===== src/rtl/frame_builder_pkg.sv =====
// Shared constants and types for the AXI4-Stream frame builder.
// Header line layout (low 64 bits): [63:56] HEADER_ID, [55:44] channel, [43:32] length.
// Footer line layout (low 64 bits): [63:56] FOOTER_ID, [55:0] payload.
package frame_builder_pkg;

  localparam logic [7:0] HEADER_ID = 8'hAA;
  localparam logic [7:0] FOOTER_ID = 8'h55;

  localparam int unsigned HDR_LEN_LSB   = 32;
  localparam int unsigned HDR_CH_LSB    = 44;
  localparam int unsigned HDR_ID_LSB    = 56;
  localparam int unsigned FTR_ID_LSB    = 56;
  localparam int unsigned FTR_PAYLOAD_W = 56;

  typedef enum logic [2:0] {
    IDLE,
    COLLECT,
    HEADER,
    DATA,
    FOOTER
  } state_e;

endpackage


===== src/rtl/frame_line_fifo.sv =====
// Line buffer for one trigger window: DEPTH x WIDTH synchronous fifo with
// first-word fall-through (rd_data_o shows the head entry while !empty).
module frame_line_fifo #(
  parameter int unsigned DEPTH = 16,
  parameter int unsigned WIDTH = 128
) (
  input  logic             clk_i,
  input  logic             rst_ni,
  input  logic             wr_en,
  input  logic [WIDTH-1:0] wr_data_i,
  input  logic             rd_en,
  output logic [WIDTH-1:0] rd_data_o,
  output logic             full,
  output logic             empty
);

  localparam int unsigned AW = $clog2(DEPTH);

  logic [WIDTH-1:0] mem_q [DEPTH];
  logic [AW-1:0]    wr_ptr_q;
  logic [AW-1:0]    rd_ptr_q;
  logic [AW:0]      count_q;
  logic             do_wr;
  logic             do_rd;

  assign full      = (count_q == (AW+1)'(DEPTH));
  assign empty     = (count_q == '0);
  assign do_wr     = wr_en & ~full;
  assign do_rd     = rd_en & ~empty;
  assign rd_data_o = mem_q[rd_ptr_q];

  // Pointer and occupancy bookkeeping.
  always_ff @(posedge clk_i or negedge rst_ni) begin
    if (!rst_ni) begin
      wr_ptr_q <= '0;
      rd_ptr_q <= '0;
      count_q  <= '0;
    end else begin
      if (do_wr) wr_ptr_q <= wr_ptr_q + AW'(1);
      if (do_rd) rd_ptr_q <= rd_ptr_q + AW'(1);
      case ({do_wr, do_rd})
        2'b10:   count_q <= count_q + (AW+1)'(1);
        2'b01:   count_q <= count_q - (AW+1)'(1);
        default: count_q <= count_q;
      endcase
    end
  end

  // Storage array; data only, so no reset.
  always_ff @(posedge clk_i) begin
    if (do_wr) mem_q[wr_ptr_q] <= wr_data_i;
  end

endmodule


===== src/rtl/axis_frame_builder.sv =====
// Transmit-side framer: buffers one trigger window of 128-bit sample lines and
// emits header, data lines and a TLAST footer as one AXI4-Stream packet.
// Optional build macro FRAME_BUILDER_TIMESTAMP_EN: footer payload carries the
// free-running cycle count latched on the window's first line (else all ones).
module axis_frame_builder #(
  parameter int unsigned TDATA_WIDTH        = 128,
  parameter int unsigned CHANNEL_ID_WIDTH   = 12,
  parameter int unsigned FRAME_LENGTH_WIDTH = 12,
  parameter int unsigned MAX_TRIGGER_LENGTH = 16,
  parameter logic [7:0]  HEADER_ID          = frame_builder_pkg::HEADER_ID,
  parameter logic [7:0]  FOOTER_ID          = frame_builder_pkg::FOOTER_ID
) (
  input  logic                          ACLK,
  input  logic                          ARESETN,
  input  logic [CHANNEL_ID_WIDTH-1:0]   CHANNEL_ID,
  input  logic [TDATA_WIDTH-1:0]        S_AXIS_TDATA,
  input  logic                          S_AXIS_TVALID,
  input  logic                          S_AXIS_TLAST,
  output logic                          S_AXIS_TREADY,
  output logic [TDATA_WIDTH-1:0]        M_AXIS_TDATA,
  output logic [TDATA_WIDTH/8-1:0]      M_AXIS_TKEEP,
  output logic                          M_AXIS_TVALID,
  output logic                          M_AXIS_TLAST,
  input  logic                          M_AXIS_TREADY,
  output logic                          OVERFLOW
);

  import frame_builder_pkg::*;

  localparam int unsigned KW = TDATA_WIDTH / 8;
  localparam int unsigned CW = $clog2(MAX_TRIGGER_LENGTH) + 1;
  localparam logic [CW-1:0] MAX_CNT  = CW'(MAX_TRIGGER_LENGTH);
  localparam logic [KW-1:0] FTR_KEEP = {{(KW/2){1'b0}}, {(KW/2){1'b1}}};

  state_e                        state_q;
  logic                          s_ready_q;
  logic                          m_valid_q;
  logic                          m_last_q;
  logic [KW-1:0]                 m_keep_q;
  logic [TDATA_WIDTH-1:0]        m_data_q;
  logic                          overflow_q;
  logic                          ovf_flag_q, ovf_d;
  logic [CW-1:0]                 cnt_q, cnt_d;
  logic [CHANNEL_ID_WIDTH-1:0]   ch_q, ch_d;
  logic [CW:0]                   len_wide;
  logic [FRAME_LENGTH_WIDTH-1:0] len_d;
  logic [TDATA_WIDTH-1:0]        hdr_d;
  logic [TDATA_WIDTH-1:0]        ftr_d;
  logic [FTR_PAYLOAD_W-1:0]      payload;

  logic                   s_accept;
  logic                   first_line;
  logic                   m_hs;
  logic                   fifo_wr;
  logic                   fifo_rd;
  logic                   fifo_full;
  logic                   fifo_empty;
  logic [TDATA_WIDTH-1:0] fifo_rdata;

  assign s_accept   = S_AXIS_TVALID & s_ready_q;
  assign first_line = s_accept & (state_q == IDLE);
  assign m_hs       = m_valid_q & M_AXIS_TREADY;

  // Lines beyond MAX_TRIGGER_LENGTH are accepted but never stored.
  assign fifo_wr = s_accept & (first_line | (cnt_q != MAX_CNT)) & ~fifo_full;
  assign fifo_rd = m_hs & ((state_q == HEADER) | ((state_q == DATA) & ~fifo_empty));

  frame_line_fifo #(
    .DEPTH (MAX_TRIGGER_LENGTH),
    .WIDTH (TDATA_WIDTH)
  ) u_fifo (
    .clk_i     (ACLK),
    .rst_ni    (ARESETN),
    .wr_en     (fifo_wr),
    .wr_data_i (S_AXIS_TDATA),
    .rd_en     (fifo_rd),
    .rd_data_o (fifo_rdata),
    .full      (fifo_full),
    .empty     (fifo_empty)
  );

`ifdef FRAME_BUILDER_TIMESTAMP_EN
  logic [FTR_PAYLOAD_W-1:0] tsc_q;
  logic [FTR_PAYLOAD_W-1:0] ts_q;

  // Free-running cycle counter, sampled on the first line of each window.
  always_ff @(posedge ACLK or negedge ARESETN) begin
    if (!ARESETN) begin
      tsc_q <= '0;
      ts_q  <= '0;
    end else begin
      tsc_q <= tsc_q + FTR_PAYLOAD_W'(1);
      if (first_line) ts_q <= tsc_q;
    end
  end

  assign payload = ts_q;
`else
  assign payload = '1;
`endif

  // Window bookkeeping after the current input beat, plus header/footer words.
  // The header uses these next-state values so a TLAST line is counted in it.
  always_comb begin
    cnt_d = cnt_q;
    ovf_d = ovf_flag_q;
    ch_d  = ch_q;
    if (first_line) begin
      cnt_d = CW'(1);
      ovf_d = 1'b0;
      ch_d  = CHANNEL_ID;
    end else if (s_accept) begin
      if (cnt_q == MAX_CNT) ovf_d = 1'b1;
      else                  cnt_d = cnt_q + CW'(1);
    end
    len_wide = {cnt_d, 1'b0};
    len_d    = FRAME_LENGTH_WIDTH'(len_wide);

    hdr_d = '0;
    hdr_d[HDR_ID_LSB +: 8]                   = HEADER_ID;
    hdr_d[HDR_CH_LSB +: CHANNEL_ID_WIDTH]    = ch_d;
    hdr_d[HDR_LEN_LSB +: FRAME_LENGTH_WIDTH] = len_d;

    ftr_d = '0;
    ftr_d[FTR_ID_LSB +: 8]       = FOOTER_ID;
    ftr_d[FTR_PAYLOAD_W-1:0]     = payload;
  end

  // Framing FSM with registered stream outputs; outputs only move on a
  // handshake or when the header is first loaded, so they hold while stalled.
  always_ff @(posedge ACLK or negedge ARESETN) begin
    if (!ARESETN) begin
      state_q    <= IDLE;
      s_ready_q  <= 1'b0;
      m_valid_q  <= 1'b0;
      m_last_q   <= 1'b0;
      m_keep_q   <= '1;
      m_data_q   <= '0;
      overflow_q <= 1'b0;
      ovf_flag_q <= 1'b0;
      cnt_q      <= '0;
      ch_q       <= '0;
    end else begin
      overflow_q <= 1'b0;
      cnt_q      <= cnt_d;
      ovf_flag_q <= ovf_d;
      ch_q       <= ch_d;
      unique case (state_q)
        IDLE, COLLECT: begin
          s_ready_q <= 1'b1;
          if (s_accept) begin
            if (S_AXIS_TLAST) begin
              state_q    <= HEADER;
              s_ready_q  <= 1'b0;
              m_valid_q  <= 1'b1;
              m_last_q   <= 1'b0;
              m_keep_q   <= '1;
              m_data_q   <= hdr_d;
              overflow_q <= ovf_d;
              ovf_flag_q <= 1'b0;
            end else begin
              state_q <= COLLECT;
            end
          end
        end
        HEADER: begin
          if (m_hs) begin
            state_q  <= DATA;
            m_data_q <= fifo_rdata;
          end
        end
        DATA: begin
          if (m_hs) begin
            if (!fifo_empty) begin
              m_data_q <= fifo_rdata;
            end else begin
              state_q  <= FOOTER;
              m_data_q <= ftr_d;
              m_keep_q <= FTR_KEEP;
              m_last_q <= 1'b1;
            end
          end
        end
        FOOTER: begin
          if (m_hs) begin
            state_q   <= IDLE;
            m_valid_q <= 1'b0;
            m_last_q  <= 1'b0;
            m_keep_q  <= '1;
            s_ready_q <= 1'b1;
          end
        end
        default: state_q <= IDLE;
      endcase
    end
  end

  assign S_AXIS_TREADY = s_ready_q;
  assign M_AXIS_TDATA  = m_data_q;
  assign M_AXIS_TKEEP  = m_keep_q;
  assign M_AXIS_TVALID = m_valid_q;
  assign M_AXIS_TLAST  = m_last_q;
  assign OVERFLOW      = overflow_q;

endmodule


===== config.mk =====
export PLATFORM = sky130hd
export DESIGN_NAME = axis_frame_builder
export DESIGN_NICKNAME = d
export VERILOG_FILES = /design/src/rtl/frame_builder_pkg.sv /design/src/rtl/frame_line_fifo.sv /design/src/rtl/axis_frame_builder.sv
export SDC_FILE = /design/constraint.sdc
export NUM_CORES = 2
export LEC_CHECK = 0
export ABC_AREA = 1
export BUFFER_PORTS_ARGS = -buffer_cell sky130_fd_sc_hd__buf_2
export CORE_UTILIZATION = 35
export CTS_BUF_LIST = sky130_fd_sc_hd__clkbuf_8
export DETAILED_ROUTE_END_ITERATION = 7
export GPL_TIMING_DRIVEN = 0
export PLACE_DENSITY = 0.54
export SETUP_SLACK_MARGIN = 0.1
export SYNTH_ARGS = -nofsm -noshare
export SYNTH_HDL_FRONTEND = slang
export SYNTH_SLANG_ARGS = --single-unit

===== constraint.sdc =====
create_clock -name ACLK -period 8.9 [get_ports ACLK]
set_clock_uncertainty 0.1 [all_clocks]
set_input_delay 1.335 -clock ACLK [delete_from_list [all_inputs] [get_ports ACLK]]
set_output_delay 1.335 -clock ACLK [all_outputs]
set_load 0.01 [all_outputs]

==> flow_metrics.py <==
metrics = {
    "min_path": {
        "hold_path.class": "in2async",
    },
    "sta": {
        "fmax_ghz": 0.245,
        "tightest_slew_ns": 1.53,
        "period_share": 0.459,
        "max-slew-margin-rel": -0.0231,
        "tns_ns": 0,
        "maxSlewViolCount": 22,
        "finalHoldViolCount": 0,
        "setup_viol": 0,
        "post-route-min-period_ns": 4.09,
        "rsz0062_at_grt": "false",
    },
    "floorplan": {
        "core_um2": 254000,
        "start_util": 0.352,
        "fp.dieW_um": 508,
        "die_area_um2": 258000,
        "io-pin-count": 293,
        "die_h_um": 508,
        "rows": 185,
    },
    "cts": {
        "clkSinkCount": 2215,
        "cts_tree": "done",
        "cts_setup_buffers": 0,
        "clockBufferDepth": 4,
        "clk_latency_ns": 1.06,
        "hold_buffers": 0,
        "cts_max_level": 5,
        "root_buffer": "clkbuf_8",
        "clkTransAtPathRegs_ns": 0.06,
        "cts_buffers": 374,
        "post_cts_resized": 0,
    },
    "power": {
        "irDropWorstVdd_mv": 0.183,
        "pwr-share-comb": 0.389,
        "p_sw_mw": 14.6,
        "seqPwrFrac": 0.370,
        "powerDensity_nw_per_um2": 338,
        "internal_power_mw": 20.6,
        "p_leak_nw": 39.6,
        "p_clk_frac": 0.241,
        "swShare": 0.414,
    },
    "global_routing": {
        "first_global_vias": 59300,
        "grt_use_total": 0.229,
        "grt_max_degree": 90,
        "overflow": 0,
        "antenna_found_initial": 59,
        "grt_pass1_wl_um": 424000,
    },
    "routing": {
        "detail_route.vias_per_cell": 5.10,
        "num_vias": 61600,
        "drtIter0Drc": 6970,
        "drt-wirelength-per-cell_um": 24.9,
        "drtPass1Iterations": 6,
        "wirelength_um": 301000,
        "remaining_drc_errors": 0,
        "drtAntennaViolNets": 0,
    },
    "layout": {
        "finalCoreUtilization": 0.410,
        "syn2layout_area_growth_pct": 16.5,
        "instances_no_fill": 12100,
        "drive_above_1_share": 0.129,
        "fin_nets": 8580,
    },
    "placement": {
        "dp_hpwl_um": 205000,
        "placedCellCount": 11400,
        "place.gp.congestion": 0.818,
        "io_buffers": 284,
    },
    "critical_path": {
        "worst-r2r-setup-slack_ns": 4.81,
        "cp_common_cell": "nand2_1",
        "rr_endpoint": "u_fifo.count_q[4]",
        "cp.required_ns": 9.71,
        "cp_top_family": "simple AND/OR/NAND/NOR gates",
        "cp_num_buf_inv": 5,
        "crit_cells": 16,
        "critical_path_class": "reg2reg",
        "reg2reg_depth": 16,
        "slowest_delay_ns": 0.86,
        "cp_data_arrival_time_ns": 4.89,
        "cp-startpoint": "state_q[1]",
        "cp-end-kind": "flip-flop",
        "endpoint": "u_fifo.count_q[4]",
        "path_cells": "inv_2, nor2_4, inv_2, nor2_1, nand2_1, inv_2, ha_1, inv_1, fa_1, inv_1, nand2_1, nand2_1, a21oi_1, xor2_1, nand2_1, o21ai_0",
        "worstPathMaxFanout": 8,
        "cpMaxStageDelayCell": "nor2_1",
        "r2r_start": "state_q[1]",
        "startpoint_type": "flip-flop",
    },
    "synth": {
        "synth.distinct_cells": 33,
        "synth_compound_area_frac": 0.0527,
        "synth_top_area_cell": "edfxtp_1",
        "synth_top_family_by_area": "simple AND/OR/NAND/NOR gates",
        "yosys.area_share.simple": 0.168,
        "netlist.area_leader.share": 0.688,
        "yosysSeqAreaShare": 0.734,
        "postSynthCellCount": 7655,
        "ys_warn_count": 0,
        "avgSynthCellArea_um2": 11.7,
        "synthTopCellsByArea": "edfxtp_1 (69%), nand2_1 (7.5%), nand3_1 (4.8%), dfrtp_1 (4.6%), nor2_1 (4.5%)",
        "ys_ff_latch": 2215,
        "synth_flop_cell": "edfxtp_1",
        "synth_mux_area_frac": 0,
        "synth-xor-area-share": 0.000881,
        "ys_async_sr_fraction": 0.0754,
        "synthAdderAreaFrac": 0.00176,
        "synth_edf_count": 2048,
        "syn_area_um2": 89400,
    },
    "status": {
        "outcome": "finished with violations",
        "violations": "capacitance limit, slew limit",
    },
    "job": {
        "drv_cap": 2,
    },
}
==> sequential cells by signal, summed over array words and instances, names as in the netlist <==
register         flops
u_fifo.count_q       5
ch_q                12
M_AXIS_TKEEP         1
state_q              3
ovf_flag_q           1
u_fifo.rd_ptr_q      4
M_AXIS_TVALID        1
OVERFLOW             1
u_fifo.wr_ptr_q      4
M_AXIS_TLAST         1
u_fifo.mem_q      2048
cnt_q                5
S_AXIS_TREADY        1
M_AXIS_TDATA       128
==> metrics by stage <==
step / instance area (um2) / total power, mW / setup WS (ns) / hold slack, ns
after global placement: 95100 / 26.8 / -7.01 / 0.358
after CTS: 104000 / 35.3 / 4.84 / 0.126
after floorplan: 89500 / 20.7 / 0.705 / 0.340
after global routing: 104000 / 36.9 / 4.62 / 0.191
after detailed placement: 97400 / 26.8 / 3.80 / 0.359
final: 104000 / 35.2 / 4.81 / 0.194
==> worst min path at each step <==
stage / to / cells past startpoint / slack, ns / start
final: cnt_q[2] / 1 / 0.19 / ARESETN
after global routing: M_AXIS_TDATA[30] / 1 / 0.19 / ARESETN
after CTS: ch_q[0] / 1 / 0.13 / ARESETN
after detailed placement: ch_q[2] / 2 / 0.36 / ch_q[2]
after global placement: M_AXIS_TDATA[28] / 2 / 0.36 / M_AXIS_TDATA[28]
after floorplan: ch_q[0] / 2 / 0.34 / ch_q[0]
==> cell usage after synthesis (2+ instances only) <==
| cell | instances |
|---|---|
| clkbuf_1 | 179 |
| a21oi_1 | 62 |
| inv_1 | 380 |
| nand4_1 | 4 |
| o21ai_1 | 85 |
| xor2_1 | 7 |
| buf_2 | 185 |
| nand2_1 | 1778 |
| inv_2 | 7 |
| nor2_1 | 1075 |
| ha_1 | 11 |
| o22ai_1 | 2 |
| o211ai_1 | 195 |
| buf_6 | 18 |
| xnor2_1 | 2 |
| o21ai_0 | 496 |
| buf_4 | 46 |
| edfxtp_1 | 2048 |
| nor2_2 | 2 |
| dfrtp_1 | 166 |
| buf_1 | 46 |
| nand3_1 | 850 |
==> layout by cell type, fill, tap and decap left out, types with 4 or more instances in the layout <==
| master | instances |
|---|---|
| o21ai_1 | 85 |
| bufinv_16 | 6 |
| nor2_1 | 1059 |
| buf_12 | 83 |
| buf_6 | 18 |
| o21ai_0 | 496 |
| buf_16 | 18 |
| nor2_4 | 17 |
| o211ai_1 | 195 |
| xor2_1 | 7 |
| clkbuf_1 | 173 |
| clkbuf_8 | 408 |
| clkinv_2 | 34 |
| conb_1 | 8 |
| clkinvlp_4 | 5 |
| buf_4 | 46 |
| ha_1 | 11 |
| diode_2 | 10 |
| buf_2 | 468 |
| a21oi_1 | 62 |
| nand2_1 | 1778 |
| clkinv_1 | 80 |
| nand4_1 | 4 |
| inv_1 | 504 |
| nand3_1 | 850 |
| edfxtp_1 | 2048 |
| buf_1 | 46 |
| inv_2 | 7 |
| dfrtp_1 | 166 |
| clkbuf_2 | 6 |
==> power by group through the flow <==
stage / Sequential, mW / Clock, mW / Combinational [mW]
floorplan: 13.5 / 0 / 7.25
global route: 13.1 / 9.04 / 14.7
detailed placement: 13.2 / 0 / 13.6
global placement: 13.7 / 0 / 13.1
finish: 13.0 / 8.47 / 13.7
CTS: 13.0 / 8.60 / 13.7
==> routing by layer <==
metal  GRT usage  routed length, um  share of wire  vias to the layer above
met2       0.369             141000           0.47                     2760
met4      0.0865              10500          0.035                       40
met5           0                239        0.00079                        -
li1            -                  -              -                    28000
met1       0.302             123000           0.41                    30200
met3      0.0499              26300          0.087                      589
==> cells by family after synthesis <==
group	after synthesis
AOI/OAI and AO/OA	843
xor gates and xnor gates	9
adders and majority gates	12
buffers and inverters	861
DFF	2215
other	1
and+or+nand+nor	3714
==> layout make-up <==
type | count | area [um2]
sequential | 2215 | 65700
clock inverter | 251 | 1170
clock buffer | 408 | 5620
buffer | 474 | 2330
tap | 3366 | 4210
inverter | 387 | 1450
multi-input combinational | 4586 | 20100
fill | 24200 | 150000
timing repair buffer | 385 | 3590
antenna | 10 | 25.0
==> worst register-to-register path, delay by kind of cell, from the launching register on <==
family | cells | cell delay (ns)
compound gates | 2 | 0.14
xor+xnor | 1 | 0.14
fa+ha+maj | 2 | 0.68
simple gates | 6 | 1.76
flops | 1 | 0.42
buf+inv | 5 | 0.71
No activity file was read; power rests on OpenSTA's default activity.
